<file path="config.mk">
export PLATFORM = sky130hd
export DESIGN_NAME = spi_word_packer
export DESIGN_NICKNAME = d
export VERILOG_FILES = /design/src/rtl/spi_pkg.sv /design/src/rtl/idle_timer.sv /design/src/rtl/spi_word_packer.sv
export SDC_FILE = /design/constraint.sdc
export NUM_CORES = 1
export LEC_CHECK = 0
export CORE_MARGIN = 1.5
export CORE_UTILIZATION = 45
export CTS_CLUSTER_SIZE = 40
export DETAILED_ROUTE_END_ITERATION = 16
export HOLD_SLACK_MARGIN = 0.08
export PLACE_DENSITY_LB_ADDON = 0.05
export SYNTH_ARGS = -nofsm -noshare
export SYNTH_HDL_FRONTEND = slang
export SYNTH_SLANG_ARGS = --single-unit
</file>
<file path="constraint.sdc">
create_clock -name clk_in -period 2.3 [get_ports clk_in]
set_clock_uncertainty 0.1 [all_clocks]
set_input_delay 0.345 -clock clk_in [delete_from_list [all_inputs] [get_ports clk_in]]
set_output_delay 0.345 -clock clk_in [all_outputs]
set_load 0.02 [all_outputs]
</file>
<file path="src/rtl/spi_pkg.sv">
// Shared SPI-side types: default byte width and the output-holding state encoding.
package spi_pkg;

    localparam int unsigned BYTE_WIDTH_DEF = 8;

    // Output register occupancy, reused by other SPI framers.
    typedef enum logic {
        OUT_EMPTY = 1'b0,
        OUT_FULL  = 1'b1
    } out_state_t;

endpackage : spi_pkg

</file>
<file path="src/rtl/idle_timer.sv">
// Idle watchdog counter: counts enabled cycles and flags expiry on the
// MAX_COUNT-th consecutive enabled, uncleared cycle.
//  clk_in      in   clock
//  rst_in      in   synchronous active-low reset
//  clear_in    in   restart the count (has priority over expiry)
//  enable_in   in   count this cycle
//  expired_out out  combinational: this cycle is the MAX_COUNT-th idle cycle
module idle_timer #(
    parameter int unsigned MAX_COUNT = 16
) (
    input  logic clk_in,
    input  logic rst_in,
    input  logic clear_in,
    input  logic enable_in,
    output logic expired_out
);

    localparam int unsigned CNT_W = $clog2(MAX_COUNT);

    logic [CNT_W-1:0] r_cnt;
    logic             w_at_max;

    assign w_at_max    = (r_cnt == CNT_W'(MAX_COUNT - 1));
    assign expired_out = enable_in && !clear_in && w_at_max;

    // Counter restarts after expiry so the owner sees a single event.
    always_ff @(posedge clk_in) begin
        if (!rst_in) begin
            r_cnt <= '0;
        end else if (clear_in || expired_out) begin
            r_cnt <= '0;
        end else if (enable_in) begin
            r_cnt <= r_cnt + 1'b1;
        end
    end

endmodule : idle_timer

</file>
<file path="src/rtl/spi_word_packer.sv">
// Packs consecutive SPI bytes into words (first byte in MSBs) with a
// valid/ready output, idle-timeout discard of partial words, and a sticky
// overflow flag for words dropped under back-pressure.
//  clk_in          in   system clock
//  rst_in          in   synchronous active-low reset
//  byte_in         in   received byte
//  byte_valid_in   in   single-cycle byte strobe
//  word_out        out  packed word
//  word_valid_out  out  word_out valid, held until accepted
//  word_ready_in   in   consumer accepts when valid && ready
//  byte_count_out  out  bytes held in the current partial word
//  timeout_out     out  1-cycle pulse: partial word discarded on idle timeout
//  overflow_out    out  sticky: a completed word was dropped
module spi_word_packer
    import spi_pkg::*;
#(
    parameter int unsigned BYTE_WIDTH     = BYTE_WIDTH_DEF,
    parameter int unsigned BYTES_PER_WORD = 4,
    parameter int unsigned TIMEOUT_CYCLES = 100_000
) (
    input  logic                                  clk_in,
    input  logic                                  rst_in,
    input  logic [BYTE_WIDTH-1:0]                 byte_in,
    input  logic                                  byte_valid_in,
    output logic [BYTE_WIDTH*BYTES_PER_WORD-1:0]  word_out,
    output logic                                  word_valid_out,
    input  logic                                  word_ready_in,
    output logic [$clog2(BYTES_PER_WORD)-1:0]     byte_count_out,
    output logic                                  timeout_out,
    output logic                                  overflow_out
);

    localparam int unsigned WORD_WIDTH = BYTE_WIDTH * BYTES_PER_WORD;
    localparam int unsigned ACC_WIDTH  = WORD_WIDTH - BYTE_WIDTH;
    localparam int unsigned CNT_W      = $clog2(BYTES_PER_WORD);

    // Only the bytes of the partial word are stored; the final byte is
    // taken straight from byte_in when the word completes.
    logic [ACC_WIDTH-1:0]  r_acc;
    logic [CNT_W-1:0]      r_count;
    logic [WORD_WIDTH-1:0] r_word;
    logic                  r_timeout;
    logic                  r_overflow;
    out_state_t            r_state;
    out_state_t            w_next_state;

    logic [WORD_WIDTH-1:0] w_assembled;
    logic                  w_complete;
    logic                  w_load;
    logic                  w_drop;
    logic                  w_expired;
    logic                  w_timer_clear;
    logic                  w_timer_en;

    assign w_assembled = {r_acc, byte_in};
    assign w_complete  = byte_valid_in && (r_count == CNT_W'(BYTES_PER_WORD - 1));

    // Timer runs only while a partial word is pending; any byte restarts it.
    assign w_timer_en    = (r_count != '0);
    assign w_timer_clear = byte_valid_in || (r_count == '0);

    idle_timer #(
        .MAX_COUNT (TIMEOUT_CYCLES)
    ) u_idle_timer (
        .clk_in      (clk_in),
        .rst_in      (rst_in),
        .clear_in    (w_timer_clear),
        .enable_in   (w_timer_en),
        .expired_out (w_expired)
    );

    // Output state register.
    always_ff @(posedge clk_in) begin
        if (!rst_in) begin
            r_state <= OUT_EMPTY;
        end else begin
            r_state <= w_next_state;
        end
    end

    // Output next-state: a completed word either loads or is dropped.
    always_comb begin
        w_next_state = r_state;
        w_load       = 1'b0;
        w_drop       = 1'b0;
        case (r_state)
            OUT_EMPTY: begin
                if (w_complete) begin
                    w_next_state = OUT_FULL;
                    w_load       = 1'b1;
                end
            end
            OUT_FULL: begin
                if (w_complete) begin
                    // Acceptance in the same cycle frees the register without a bubble.
                    if (word_ready_in) begin
                        w_load = 1'b1;
                    end else begin
                        w_drop = 1'b1;
                    end
                end else if (word_ready_in) begin
                    w_next_state = OUT_EMPTY;
                end
            end
            default: begin
                w_next_state = OUT_EMPTY;
            end
        endcase
    end

    // Accumulator, byte counter, output word and status flags.
    always_ff @(posedge clk_in) begin
        if (!rst_in) begin
            r_acc      <= '0;
            r_count    <= '0;
            r_word     <= '0;
            r_timeout  <= 1'b0;
            r_overflow <= 1'b0;
        end else begin
            r_timeout <= w_expired;
            if (byte_valid_in) begin
                if (w_complete) begin
                    r_acc   <= '0;
                    r_count <= '0;
                end else begin
                    r_acc   <= w_assembled[ACC_WIDTH-1:0];
                    r_count <= r_count + 1'b1;
                end
            end else if (w_expired) begin
                r_acc   <= '0;
                r_count <= '0;
            end
            if (w_load) begin
                r_word <= w_assembled;
            end
            if (w_drop) begin
                r_overflow <= 1'b1;
            end
        end
    end

    assign word_out       = r_word;
    assign word_valid_out = (r_state == OUT_FULL);
    assign byte_count_out = r_count;
    assign timeout_out    = r_timeout;
    assign overflow_out   = r_overflow;

endmodule : spi_word_packer

</file>
* Word level (Yosys, flattened, before mapping) *
Index checks and enable logic that the tools add are counted.

word-level totals
  flip-flop bits (word level) = 78
  bits of input ports = 12
  output and inout bits = 37
  logic and storage cells = 38

operators by class
  $add $sub $neg = 2
  eq/ne operators = 2
  mux-type cells = 15
  bitwise gates (word level) = 2
  reduce and logical (&&, ||, !) cells = 10

operator list
  cell                                                              number
  24-bit two-way mux                                                3
  17-bit by 1-bit adder with 17-bit output (second input constant)  1
  17-bit equality test (second input constant)                      1
  1-bit two-way mux                                                 7
  2-bit two-way mux                                                 3
  1-bit one-hot mux with 2 select lines                             2
  2-bit nonzero test                                                2
  1-bit logical AND                                                 3
  2-bit by 1-bit adder with 2-bit output (second input constant)    1
  2-bit equality test (second input constant)                       1
  2-bit zero test                                                   1
  1-bit logical OR                                                  2
  1-bit inverter                                                    2
  2-bit OR reduction                                                1
  1-bit zero test                                                   1

* Longest topological paths before layout *
Gate-level depths: netlist (run 1).

  depth after elaboration = 7
  depth in mapped cells = 8
  depth with buffers taken out = 6

* Modules after synthesis *
A second synthesis (run 1) with hierarchy kept.

second synthesis, totals
  cell total of the unflattened synthesis = 340
  area, all modules = 3,304.4 sq um

by module, submodules not included
  module           times used  cells an instance  area each (sq um)  seq. area each (sq um)
  spi_word_packer  1           243                2,421.1            1,221.2
  idle_timer       1           97                 883.3              340.3

* Least setup slack after synthesis (run 1) *
Ideal clock, no wire load.

  kind = register to register
  from = register r_count[0], in the netlist byte_count_out[0]
  to = register r_acc[10]
  data arrival time = 1.756 ns
  path slack = 0.328 ns
  stages on the path, launching flop included = 8
  path buffers = 1
  period minus slack after synthesis = 1.972 ns
  cells stage by stage = dfxtp_1 -> inv_1 -> ha_1 -> nand4b_4 -> nor4_2 -> a21oi_2 -> buf_6 -> a22o_1

between the ends
  word-level cells in the longest chain between the ends = 6
  elaborated cells between the ends (all ways) = 11

ends and longest elaborated chain
  item                             line                    text
  start, declared                  spi_word_packer.sv:40   logic [CNT_W-1:0] r_count;
  start signal, assigned           spi_word_packer.sv:127  r_count <= r_count + 1'b1;
  2-bit zero test                  spi_word_packer.sv:60   assign w_timer_clear = byte_valid_in || (r_count == '0);
  1-bit logical OR                 spi_word_packer.sv:60
  1-bit zero test                  idle_timer.sv:24        assign expired_out = enable_in && !clear_in && w_at_max;
  1-bit logical AND (2 in series)  idle_timer.sv:24
  2-bit nonzero test (no line)     -
  end signal, assigned             spi_word_packer.sv:126  r_acc <= w_assembled[ACC_WIDTH-1:0];
  end, declared                    spi_word_packer.sv:39   logic [ACC_WIDTH-1:0] r_acc;

Parallel ways exist; a longest one is shown, timed or not.
A chain may end at the register's enable or synchronous reset.

* Worst setup path after layout (run 1) *
  from = register r_count[0], in the netlist byte_count_out[0]
  to = register r_count[0], in the netlist byte_count_out[0]

between the ends
  word-level cells in the longest chain between the ends = 6
  elaborated cells between the ends (all ways) = 12

ends and longest elaborated chain
  item
  parallel branches: the longest is 6 deep, another holds 2-bit by 1-bit adder with 2-bit output

Parallel ways; which one is timed is not known.

==> results.py, run 1 <==
metrics = {
    "critical_path": {
        "cp_max_fo": 26,
        "crit_family": "simple AND/OR/NAND/NOR gates",
        "critPathLaunchType": "register",
        "path_class": "reg -> reg",
        "crit_chain": "inv_1 > ha_1 > nand4b_4 > nor4_2 > a21oi_4 > mux2_2",
        "worstPathRequired_ps": 2430,
        "slowest_delay_ps": 460,
        "crit_buf_inv": 1,
        "critical_path.slowest_cell": "nor4_2",
        "crit_arrival_ps": 2310,
        "worstSetupEndpointType": "register",
    },
    "sta": {
        "worst_slack_ps": 124,
        "rsz0062_at_grt": "no",
        "min_period_ps": 2180,
        "final-setup-viol-count": 0,
        "hold_violations": 0,
        "finalSetupTns_ps": 0,
        "post-route-period-util_pct": 94.6,
        "slew_violations": 0,
        "holdWs_ps": 350,
        "tightest_slew_ps": 693,
        "relSlewSlack_pct": 53.7,
        "fmax_mhz": 460,
    },
    "yosys": {
        "synth_top_family_by_area": "simple AND/OR/NAND/NOR gates",
        "synth_cells": 301,
        "synth_seq_cells": 78,
        "syn_area_per_cell_um2": 9.61,
        "syn_area_um2": 2890,
        "synthMuxAreaShare_pct": 0.389,
        "async_flop_share_pct": 0,
        "yosys.area_share.simple_pct": 19.2,
        "synth_area_leaders": "dfxtp_1, nand2_1, a21boi_0, a22o_1, xnor2_1",
        "synth_ff_type": "dfxtp_1",
        "ys_seq_area_share_pct": 54.0,
        "yosysWarnings": 0,
        "syn_nets": 316,
        "synth.distinct_cells": 30,
        "yosys.area_share.xor_xnor_pct": 4.54,
        "synth_edf_count": 0,
        "synth_top_area_share_pct": 54.0,
        "netlist_top_cells_count": "dfxtp_1, nand2_1, a21boi_0, a22o_1, nor2_1",
        "synth_area_leader_cell": "dfxtp_1",
        "synth-compound-area-share_pct": 17.0,
        "synthMostInstantiatedCell": "dfxtp_1",
        "synth_fa_ha_area_share_pct": 1.30,
    },
    "die": {
        "initial_core_util_pct": 46.1,
        "die_w_um": 83.2,
        "die-height_um": 83.2,
        "rows": 29,
        "dieArea_um2": 6920,
        "coreArea_um2": 6280,
        "ios": 49,
    },
    "clock_tree": {
        "clk_latency_ps": 330,
        "cts_made_buffers": 9,
        "clk_pin_slew_worst_paths_ps": 80,
        "h-tree-depth": 3,
        "clock-sinks": 78,
        "cts_tree": "yes",
        "clock_path_buffers": 2,
        "cts-root-buf": "clkbuf_8",
    },
    "power_and_ir_drop": {
        "pwr-share-comb_pct": 4.7,
        "clkPwrFrac_pct": 42.3,
        "internal-power_mw": 2.07,
        "p_total_mw": 2.62,
        "p_leak_nw": 1.29,
        "sequentialPowerShare_pct": 53.0,
        "switching_share_pct": 20.9,
        "powerDensity_nw_per_um2": 710,
        "switching_power_mw": 0.549,
        "vdd_drop_max_v": 0.000340,
    },
    "layout": {
        "fin_util_pct": 58.8,
        "n_antenna_cell": 0,
        "drive_gt1_share_pct": 8.68,
        "syn_to_final_growth_pct": 27.6,
        "final_nets": 367,
    },
    "route": {
        "drt_iter0_drc": 54,
        "wl_per_cell_um": 13.8,
        "vias_per_cell": 5.16,
        "firstDrtPassIters": 4,
        "routed_wl_mm": 5.99,
        "ant_nets": 0,
        "drc": 0,
        "via_count": 2241,
    },
    "grt": {
        "grt_first_pass_wirelength_mm": 10.1,
        "grt_usage_pct": 18.2,
        "overflow": 0,
        "grt_pass1_vias": 2147,
        "grt_max_degree": 38,
        "antenna_found_initial": 0,
    },
    "min_path": {
        "hp-class": "reg -> reg",
    },
    "run_status": {
        "outcome": "complete, no violations",
    },
    "place": {
        "gp_congestion": 0.806,
        "port-buffer-count": 48,
        "dpl.hpwl_mm": 3.94,
        "place_ws_ps": -133,
    },
    "job": {
        "max_cap_viol_count": 0,
    },
}
-- stage by stage --
step / std cells / cell area (um2)
after global placement: 418 / 3470
final: 434 / 3690
after CTS: 434 / 3690
after floorplan: 301 / 2890
after global routing: 434 / 3690
after detailed placement: 418 / 3470
-- logic make-up after synthesis --
family	after synthesis
flops	78
compound gates	61
fa+ha+maj	3
simple gates	122
xor+xnor	15
mux	1
buf+inv	21
-- sequential cells by signal, indices dropped and copies added, names as in the netlist --
signal              count
word_out               32
r_acc                  24
u_idle_timer.r_cnt     17
byte_count_out          2
overflow_out            1
timeout_out             1
word_valid_out          1
-- cells in the final DEF (no fill, tap or decap), drive strengths merged --
| cell | Yosys | final |
|---|---|---|
| a211o | 1 | 1 |
| a21boi | 33 | 33 |
| a21oi | 1 | 1 |
| a22o | 24 | 24 |
| a32o | 1 | 1 |
| and3 | 2 | 2 |
| and4b | 1 | 1 |
| buf | 6 | 10 |
| bufinv | 0 | 2 |
| clkbuf | 12 | 12 |
| clkdlybuf4s50 | 0 | 48 |
| clkinv | 0 | 2 |
| dfxtp | 78 | 78 |
| ha | 3 | 3 |
| inv | 3 | 3 |
| mux2 | 1 | 1 |
| nand2 | 72 | 72 |
| nand2b | 3 | 3 |
| nand3 | 3 | 3 |
| nand4 | 4 | 4 |
| nand4b | 2 | 2 |
| nor2 | 23 | 23 |
| nor2b | 1 | 1 |
| nor3 | 2 | 2 |
| nor4 | 9 | 9 |
| o21a | 1 | 1 |
| xnor2 | 12 | 12 |
| xor2 | 3 | 3 |
-- cell type report --
type / count / area [um2]
fill: 573 / 2580
multi-input combinational: 202 / 1240
clock inverter: 4 / 70.1
timing repair buffer: 58 / 568
inverter: 3 / 11.3
tap: 77 / 96.3
clock buffer: 12 / 145
sequential: 78 / 1560
-- final timing paths --
| check | start | to | slack, ps | cells past startpoint |
|---|---|---|---|---|
| max | byte_count_out[0]$_SDFFE_PN0P_ | byte_count_out[0]$_SDFFE_PN0P_ | 120 | 6 |
| max reg2reg | byte_count_out[0]$_SDFFE_PN0P_ | byte_count_out[0]$_SDFFE_PN0P_ | 120 | 6 |
| min reg2reg | u_idle_timer.r_cnt[0]$_SDFFE_PP0N_ | u_idle_timer.r_cnt[0]$_SDFFE_PP0N_ | 350 | 1 |
| min | u_idle_timer.r_cnt[0]$_SDFFE_PP0N_ | u_idle_timer.r_cnt[0]$_SDFFE_PP0N_ | 350 | 1 |
-- layer usage --
layer | GRT usage, % | share of wire [%]
met1 | 23.3 | 48
met2 | 29.9 | 47
met3 | 3.58 | 3.6
met4 | 7.73 | 1.6
met5 | 0 | 0
-- power groups by stage --
| stage | combinational [mW] | sequential [mW] | clock [mW] |
|---|---|---|---|
| global placement | 0.122 | 1.42 | 0 |
| floorplan | 0.0674 | 1.42 | 0 |
| global route | 0.135 | 1.39 | 1.18 |
| CTS | 0.124 | 1.39 | 1.13 |
| detailed placement | 0.123 | 1.42 | 0 |
| finish | 0.122 | 1.39 | 1.11 |
-- what timing repair did --
item	4_1_cts	5_1_grt
gates resized for setup	0	1
hold buffers	0	0
endpoints found under the setup margin	0	26
setup buffers	0	0
Power figures use the tool's default switching activity.
==> run 2: changes to the inputs <==
- ABC_CLOCK_PERIOD_IN_PS: unset -> 2300
==> results of run 2 <==
Same layout as run 1: the final DEF is identical, and so are final timing and power.
